$ cat src/rtl/svm_decision_accum.sv
// SVM decision accumulator for one cascade level.
// Consumes NUM_SV kernel beats per frame and multiply-accumulates alpha*K on top of the bias.
// Every add saturates, and any saturation is remembered for the whole frame.
// The final sum is classified as confident positive, confident negative or uncertain.
// An uncertain result is forwarded to the next cascade stage.
//
//  state  | meaning
//  -------+---------------------------------------------------------------
//  IDLE   | waiting for the first beat of a frame; bias is folded in here
//  ACCUM  | accumulating beats 2..NUM_SV, gaps in k_valid simply hold state
//  DECIDE | one cycle: register sum, class and saturation flag
//  HOLD   | decision presented until the consumer takes it
module svm_decision_accum #(
  parameter int XLEN_PIXEL = 8,
  parameter int XLEN_ALPHA = 8,
  parameter int NUM_SV     = 16,
  parameter int ACC_W      = 24
) (
  input  logic                               clk,
  input  logic                               rst,
  input  logic                               k_valid,
  output logic                               k_ready,
  input  logic signed [XLEN_PIXEL-1:0]       k_val,
  input  logic signed [XLEN_ALPHA-1:0]       alpha,
  input  logic signed [ACC_W-1:0]            bias,
  input  logic signed [ACC_W-1:0]            thr_pos,
  input  logic signed [ACC_W-1:0]            thr_neg,
  output logic                               d_valid,
  input  logic                               d_ready,
  output logic signed [ACC_W-1:0]            d_sum,
  output logic [1:0]                         d_class,
  output logic                               d_sat,
  output logic [$clog2(NUM_SV+1)-1:0]        sv_idx
);

  localparam int PW    = XLEN_PIXEL + XLEN_ALPHA;
  localparam int IDX_W = $clog2(NUM_SV + 1);
  localparam logic signed [ACC_W-1:0] ACC_MAX = {1'b0, {(ACC_W-1){1'b1}}};
  localparam logic signed [ACC_W-1:0] ACC_MIN = {1'b1, {(ACC_W-1){1'b0}}};
  localparam logic [IDX_W-1:0] IDX_LAST = IDX_W'(NUM_SV - 1);

  typedef enum logic [1:0] {S_IDLE, S_ACCUM, S_DECIDE, S_HOLD} state_t;

  state_t                  state;
  logic signed [ACC_W-1:0] acc;
  logic                    sat_q;

  logic signed [PW-1:0]    prod;
  logic signed [ACC_W-1:0] prod_ext;
  logic signed [ACC_W-1:0] add_a;
  logic signed [ACC_W:0]   sum_wide;
  logic                    add_ovf;
  logic signed [ACC_W-1:0] sum_sat;
  logic                    beat;

  // Full-width signed product; the first beat of a frame adds onto the bias instead of acc.
  assign prod     = k_val * alpha;
  assign prod_ext = ACC_W'(prod);
  assign add_a    = (state == S_IDLE) ? bias : acc;
  assign sum_wide = (ACC_W+1)'(add_a) + (ACC_W+1)'(prod_ext);
  assign add_ovf  = sum_wide[ACC_W] ^ sum_wide[ACC_W-1];

  assign k_ready = !rst && ((state == S_IDLE) || (state == S_ACCUM));
  assign beat    = k_valid && k_ready;

  // Clamp the widened sum to the accumulator range; the extra MSB tells the overflow direction.
  always_comb begin
    sum_sat = sum_wide[ACC_W-1:0];
    if (add_ovf) begin
      sum_sat = sum_wide[ACC_W] ? ACC_MIN : ACC_MAX;
    end
  end

  // Frame sequencing, accumulation and registered decision outputs.
  always_ff @(posedge clk) begin
    if (rst) begin
      state   <= S_IDLE;
      acc     <= '0;
      sat_q   <= 1'b0;
      sv_idx  <= '0;
      d_valid <= 1'b0;
      d_sum   <= '0;
      d_class <= 2'b00;
      d_sat   <= 1'b0;
    end else begin
      case (state)
        S_IDLE: begin
          if (beat) begin
            acc    <= sum_sat;
            sat_q  <= add_ovf;
            sv_idx <= IDX_W'(1);
            state  <= (NUM_SV == 1) ? S_DECIDE : S_ACCUM;
          end
        end
        S_ACCUM: begin
          if (beat) begin
            acc    <= sum_sat;
            sat_q  <= sat_q | add_ovf;
            sv_idx <= sv_idx + IDX_W'(1);
            if (sv_idx == IDX_LAST) begin
              state <= S_DECIDE;
            end
          end
        end
        S_DECIDE: begin
          d_sum   <= acc;
          d_sat   <= sat_q;
          d_valid <= 1'b1;
          // Positive threshold is tested first so overlapping thresholds resolve positive.
          if (acc >= thr_pos) begin
            d_class <= 2'b01;
          end else if (acc <= thr_neg) begin
            d_class <= 2'b10;
          end else begin
            d_class <= 2'b00;
          end
          state <= S_HOLD;
        end
        S_HOLD: begin
          if (d_ready) begin
            d_valid <= 1'b0;
            sv_idx  <= '0;
            state   <= S_IDLE;
          end
        end
        default: state <= S_IDLE;
      endcase
    end
  end

endmodule
$ cat config.mk
export PLATFORM = sky130hd
export DESIGN_NAME = svm_decision_accum
export DESIGN_NICKNAME = d
export VERILOG_FILES = /design/src/rtl/svm_decision_accum.sv
export SDC_FILE = /design/constraint.sdc
export NUM_CORES = 1
export LEC_CHECK = 0
export CORE_ASPECT_RATIO = 2
export CORE_MARGIN = 2
export CORE_UTILIZATION = 30
export CTS_BUF_LIST = sky130_fd_sc_hd__clkbuf_16
export CTS_CLUSTER_SIZE = 40
export DETAILED_ROUTE_END_ITERATION = 12
export SLEW_MARGIN = 20
export SYNTH_ARGS = -nofsm -noshare
export SYNTH_HDL_FRONTEND = slang
export SYNTH_SLANG_ARGS = --single-unit
export TNS_END_PERCENT = 1
$ cat constraint.sdc
create_clock -name clk -period 10.08 [get_ports clk]
set_input_delay 2.52 -clock clk [delete_from_list [all_inputs] [get_ports clk]]
set_output_delay 2.52 -clock clk [all_outputs]
set_load 0.02 [all_outputs]
======== After elaboration in Yosys (flattened, before gate mapping) ========
Index checks and enable logic that the tools add are counted.
word-level totals
  output and inout bits ................... 34
  word-level logic and storage cells ...... 56
  register bits after elaboration ......... 60
cells by class
  mux-type cells .......................... 19
  $lt $le $gt $ge ......................... 2
  add/sub/neg operators ................... 2
  equal/unequal tests ..................... 8
  reductions and logical operators ........ 14
  bitwise logic cells ..................... 2
  multiply operators ...................... 1
operators by type and width
  operator               number
  $mux W24               3
  $add A24 B16 Y25       1
  $ge A24 B24 Y1         1
  $le A24 B24 Y1         1
  $mul A8 B8 Y16         1
  $mux W5                3
  $pmux W5 S3            1
  $mux W2                6
  $pmux W2 S4            1
  $reduce_and A4 Y1      2
  $ne A2 B2 Y1 const B   3
  $add A5 B1 Y5 const B  1
  $eq A5 B4 Y1 const B   1
  $eq A2 B2 Y1 const B   2
  $pmux W1 S2            2
  $reduce_and A2 Y1      2
  $reduce_bool A2 Y1     2
  $mux W1                3
  $reduce_and A3 Y1      1
  $reduce_bool A3 Y1     1
  $eq A2 B1 Y1 const B   1
  $logic_and A1 B1 Y1    2
  $logic_not A2 Y1       1
  $ne A2 B1 Y1 const B   1
  other kinds (5)        5

======== Depth between registers and ports, before layout ========
  depth in word-level cells ............... 7
  gate-level depth with buffers ........... 25
  mapped depth without buffers ............ 22

======== Worst setup path before layout ========
Ideal clock, no wire load.
  kind .................................... input -> register
  start ................................... input port alpha[0]
  end ..................................... register acc[22]
  data arrival time ....................... 8216 ps
  setup time .............................. 117 ps
  stages .................................. 19
  buffers on the path ..................... 2
  setup slack ............................. 1747 ps
  cells stage by stage .................... clkbuf_1 nand2_1 fa_1 inv_1 fa_1 fa_1 fa_1 fa_1 ha_1 o211ai_1 o211a_1 o32ai_4 a21oi_2 o31ai_4 a21o_4 xor2_4 buf_8 o21ai_2 a32o_1
between the ends
  cells in the longest elaborated chain, start to end .. 4
RTL lines
  element                                           RTL line  text
  start: declaration                                24        input logic signed [XLEN_ALPHA-1:0] alpha,
  $mul A8 B8 Y16 (*)                                57        assign prod = k_val * alpha;
  $add A24 B16 Y25 (*)                              60        assign sum_wide = (ACC_W+1)'(add_a) + (ACC_W+1)'(prod_ext);
  $mux W24 / $xor A1 B1 Y1 (equally long branches)  70, 61
  $mux W24 (*)                                      69        if (add_ovf) begin
  end signal: assignment                            89        acc <= sum_sat;
  end signal: assignment                            97        acc <= sum_sat;
  end: declaration                                  45        logic signed [ACC_W-1:0] acc;
Mark *: on every way between the ends. The rest lies on a longest branch, timed or not.
A chain may end at the register's enable or synchronous reset.

======== Worst setup path after layout ========
  start ................................... input port k_val[7]
  end ..................................... register acc[10]
between the ends
  cells in the longest elaborated chain, start to end .. 4
RTL lines
  element                                           RTL line  text
  start: declaration                                23        input logic signed [XLEN_PIXEL-1:0] k_val,
  $mul A8 B8 Y16 (*)                                57
  $add A24 B16 Y25 (*)                              60
  $mux W24 / $xor A1 B1 Y1 (equally long branches)  70, 61
  $mux W24 (*)                                      69
Marks and branches as above.

==> impl_results.md <==
* Outcome: completed
* Area grow syn2layout at 23.1%
* Detailed-routing iteration count for the pre-antenna-repair pass at 4
* Max FO, Critical Path at 23
* Synth area leaders: sky130_fd_sc_hd__fa_1 26%, sky130_fd_sc_hd__ha_1 17%, sky130_fd_sc_hd__dfxtp_1 14%, sky130_fd_sc_hd__inv_1 7.3%, sky130_fd_sc_hd__mux2i_1 5.7%
* RD Place Congestion at between 0.8 and 0.9
* Cell row count at 86
* Share of the synthesized area in the top cell type at 0.257
* Wire length reported by the detailed router at approximately 24000 um
* Maximum clock frequency at approximately 110 MHz
* Final setup violation count at 0
* Setup_tns at 0 ns
* Placeable Area at around 28000 um^2
* Total of max-cap violations at 0
* Final hold violation count at 0
* Data arrival at the endpoint of the critical path at 9.02 ns
* Commonest cells after routing, fill and taps aside: 164 x sky130_fd_sc_hd__inv_1, 125 x sky130_fd_sc_hd__clkdlybuf4s50_1, 111 x sky130_fd_sc_hd__ha_1, 108 x sky130_fd_sc_hd__fa_1, 64 x sky130_fd_sc_hd__a21oi_1
* Library cell with the largest summed area after synthesis: sky130_fd_sc_hd__fa_1
* First-pass GRT wire length at between 30000 and 40000 um
* Ratio of cells with drive above 1 in the final layout at 0.0460
* Number of enable flip-flop cells after synthesis at 0
* Ports placed on the boundary at roughly 130
* Ratio of final minimum period to clock period at 0.872
* DIE AREA at ~30000 um^2
* Vias in the first global route at 7507
* Hold slack at around 0.48 ns
* Syn Std Cell Area at roughly 8400 um^2
* Die boundary width at between 100 and 150 um
* Hold-critical path depth at 2
* Clock Sinks at 60
* Maximum clock path buffer count at 2
* RR Startpoint: state[0]
* PostCTS Resize Cnt at 0
* RSZ-0062 raised after global routing: no
* CTS root buf: sky130_fd_sc_hd__clkbuf_16
* Top FF cell, synth: sky130_fd_sc_hd__dfxtp_1
* Worst hold path class: reg -> reg
* Overall global routing resource usage at 0.172
* Remaining routing DRC violations at 0
* Number of antenna violations at the first check in global routing at 1
* Post CTS Setup Buffer Count at 0
* HPWL Detailed at 20300 um
* Post-synthesis instance total at ~920
* Syn Nets at approximately 1.2k
* FFs w/ async S/R, synth at 0
* Total number of vias at a little under 7k
* Fillers at 2879
* Initial core utilization at 0.306
* Most frequent standard cell in the layout excluding fill and tap cells: sky130_fd_sc_hd__inv_1
* Number of vias per cell at approximately 4.9
* Cts hold-fix bufs at 0
* Clock latency on the worst-skew pair at roughly 0.34 ns
* Maximum number of pins on one net before global-route repair at 43
* 1st-iter DRT viols at around 220
* Startpoint of the lowest-slack hold path: sv_idx[4]
* Clock tree skew after final layout at approximately 0.011 ns
* Category of the critical setup timing path: in -> reg
* Routed len/inst at about 17 um
* Final layout net count at between 1k and 1.5k
* Number of H-tree levels at 3
* Yosys Warn Count at 0
* Clock slew seen by the registers of the worst setup and hold paths at ~0.060 ns
* Clock tree from TritonCTS: yes
* Min Tclk post-route at 8.79 ns
* Worst-case headroom to the max-slew limit at 0.275
* Antenna viol nets, final at 0
* Worst reg-to-reg path cell count at 23
* Worst Tran Pin Value at ~1.1 ns
* Count of distinct cell types in the synthesized netlist at between 50 and 60
* Critical Path Start Type: input port
* Avg Inst Size Synth at between 9 and 10 um^2
* Data required, critical path at just over 10 ns
* Worst setup path startpoint: k_val[7]
* Number of buffer cells added on primary ports at 125
* Setup crit end kind: flop
* Number of synthesized register bits at 60
* Total congestion overflow at 0
* Clock buffers created by TritonCTS at 9
* Max-slew violation count at 0
* Post-synthesis sequential area ratio at 0.143
* Height of the chip at roughly 240 um
-- synth_stat cells (2+ instances only) --
library cell and instances:
sky130_fd_sc_hd__fa_1 108, sky130_fd_sc_hd__nand2b_1 3, sky130_fd_sc_hd__o211ai_1 4, sky130_fd_sc_hd__o211a_1 2
sky130_fd_sc_hd__xnor2_1 10, sky130_fd_sc_hd__nand4_1 9, sky130_fd_sc_hd__o21ai_2 9, sky130_fd_sc_hd__ha_1 112
sky130_fd_sc_hd__buf_2 2, sky130_fd_sc_hd__inv_1 164, sky130_fd_sc_hd__a21oi_2 2, sky130_fd_sc_hd__a32o_1 15
sky130_fd_sc_hd__nand2_1 52, sky130_fd_sc_hd__nor2b_1 7, sky130_fd_sc_hd__mux2i_1 48, sky130_fd_sc_hd__nor4_1 2
sky130_fd_sc_hd__buf_4 2, sky130_fd_sc_hd__o31ai_1 2, sky130_fd_sc_hd__o21ai_1 14, sky130_fd_sc_hd__xor2_1 12
sky130_fd_sc_hd__a21o_1 16, sky130_fd_sc_hd__a21oi_1 64, sky130_fd_sc_hd__a31oi_1 4, sky130_fd_sc_hd__nor2_1 62
sky130_fd_sc_hd__or2_2 3, sky130_fd_sc_hd__buf_1 3, sky130_fd_sc_hd__nor3_1 6, sky130_fd_sc_hd__nand3_1 12
sky130_fd_sc_hd__a211oi_1 10, sky130_fd_sc_hd__clkbuf_1 17, sky130_fd_sc_hd__o2111ai_1 2, sky130_fd_sc_hd__and3_1 2
sky130_fd_sc_hd__xnor2_2 2, sky130_fd_sc_hd__o21bai_1 3, sky130_fd_sc_hd__dfxtp_1 60, sky130_fd_sc_hd__o21a_1 5
sky130_fd_sc_hd__o21ai_0 18, sky130_fd_sc_hd__or4_1 2, sky130_fd_sc_hd__and2_1 33, sky130_fd_sc_hd__or3_1 2
-- stage by stage --
step | setup slack (ns) | utilization | instance area (um^2) | std cells
5_1_grt | 0.832 | 0.376 | 10400 | 1397
3_5_place_dp | 0.872 | 0.365 | 10000 | 1380
6_report | 1.29 | 0.376 | 10400 | 1397
2_1_floorplan | 1.75 | - | 8420 | 922
4_1_cts | 1.23 | 0.376 | 10400 | 1396
3_3_place_gp | 1.01 | 0.365 | 10000 | 1380
-- final cells by class --
| cell class | count | area, um^2 | area share |
|---|---|---|---|
| sequential | 60 | 1200 | 0.116 |
| clock inverter | 7 | 97.6 | 0.00941 |
| inverter | 165 | 619 | 0.0597 |
| antenna | 1 | 2.50 | 0.000241 |
| multi-input combinational | 672 | 6490 | 0.626 |
| timing repair buffer | 131 | 1300 | 0.125 |
| clock buffer | 9 | 225 | 0.0217 |
| tap | 352 | 440 | 0.0425 |
-- sequential cells by signal, summed over array words and instances, names as in the netlist --
signal / count
d_sat: 1
state: 2
acc: 24
sat_q: 1
d_sum: 24
sv_idx: 5
d_valid: 1
d_class: 2
-- final timing paths --
check	slack (ns)	endpoint
worst min register to register	0.48	sv_idx[4]
worst max register to register	3.50	acc[10]
worst max-delay path	1.29	acc[10]
worst min-delay path	0.48	sv_idx[4]
-- logic make-up (layout without fill, tap and decap cells) --
| kind of cell | after synthesis | after routing | share of synthesized area |
|---|---|---|---|
| xor+xnor | 26 | 26 | 0.0319 |
| simple gates | 199 | 199 | 0.113 |
| mux | 49 | 49 | 0.0584 |
| fa+ha+maj | 220 | 220 | 0.423 |
| buf+inv | 190 | 312 | 0.0872 |
| flops | 60 | 60 | 0.143 |
| compound gates | 178 | 178 | 0.144 |
| other cells | 0 | 1 | 0 |
-- per-layer routing --
layer  track usage  up-vias  routed length (um)
li1              -     3307                   -
met3        0.0121       43                 661
met2         0.347      141               14000
met1         0.172     3367                8120
met5             0        -                   0
met4        0.0763        0                 966
-- critical path, cell delays in order --
cell                              delay (ns)
sky130_fd_sc_hd__clkdlybuf4s50_1        0.65
sky130_fd_sc_hd__nand2_1                0.20
sky130_fd_sc_hd__inv_1                  0.11
sky130_fd_sc_hd__fa_1                   0.47
sky130_fd_sc_hd__inv_1                  0.23
sky130_fd_sc_hd__fa_1                   0.57
sky130_fd_sc_hd__inv_1                  0.40
sky130_fd_sc_hd__fa_1                   0.50
sky130_fd_sc_hd__fa_1                   0.49
sky130_fd_sc_hd__ha_1                   0.31
sky130_fd_sc_hd__ha_1                   0.34
sky130_fd_sc_hd__and2_1                 0.21
sky130_fd_sc_hd__and3_1                 0.21
sky130_fd_sc_hd__a221o_1                0.43
sky130_fd_sc_hd__a21boi_4               0.26
sky130_fd_sc_hd__xor2_2                 0.39
sky130_fd_sc_hd__buf_4                  0.36
sky130_fd_sc_hd__o21ai_1                0.12
sky130_fd_sc_hd__a32o_1                 0.23
Power is left out: the tool's default activity adds up to more than one toggle a clock period on the data nets, which glitch-free logic cannot reach.
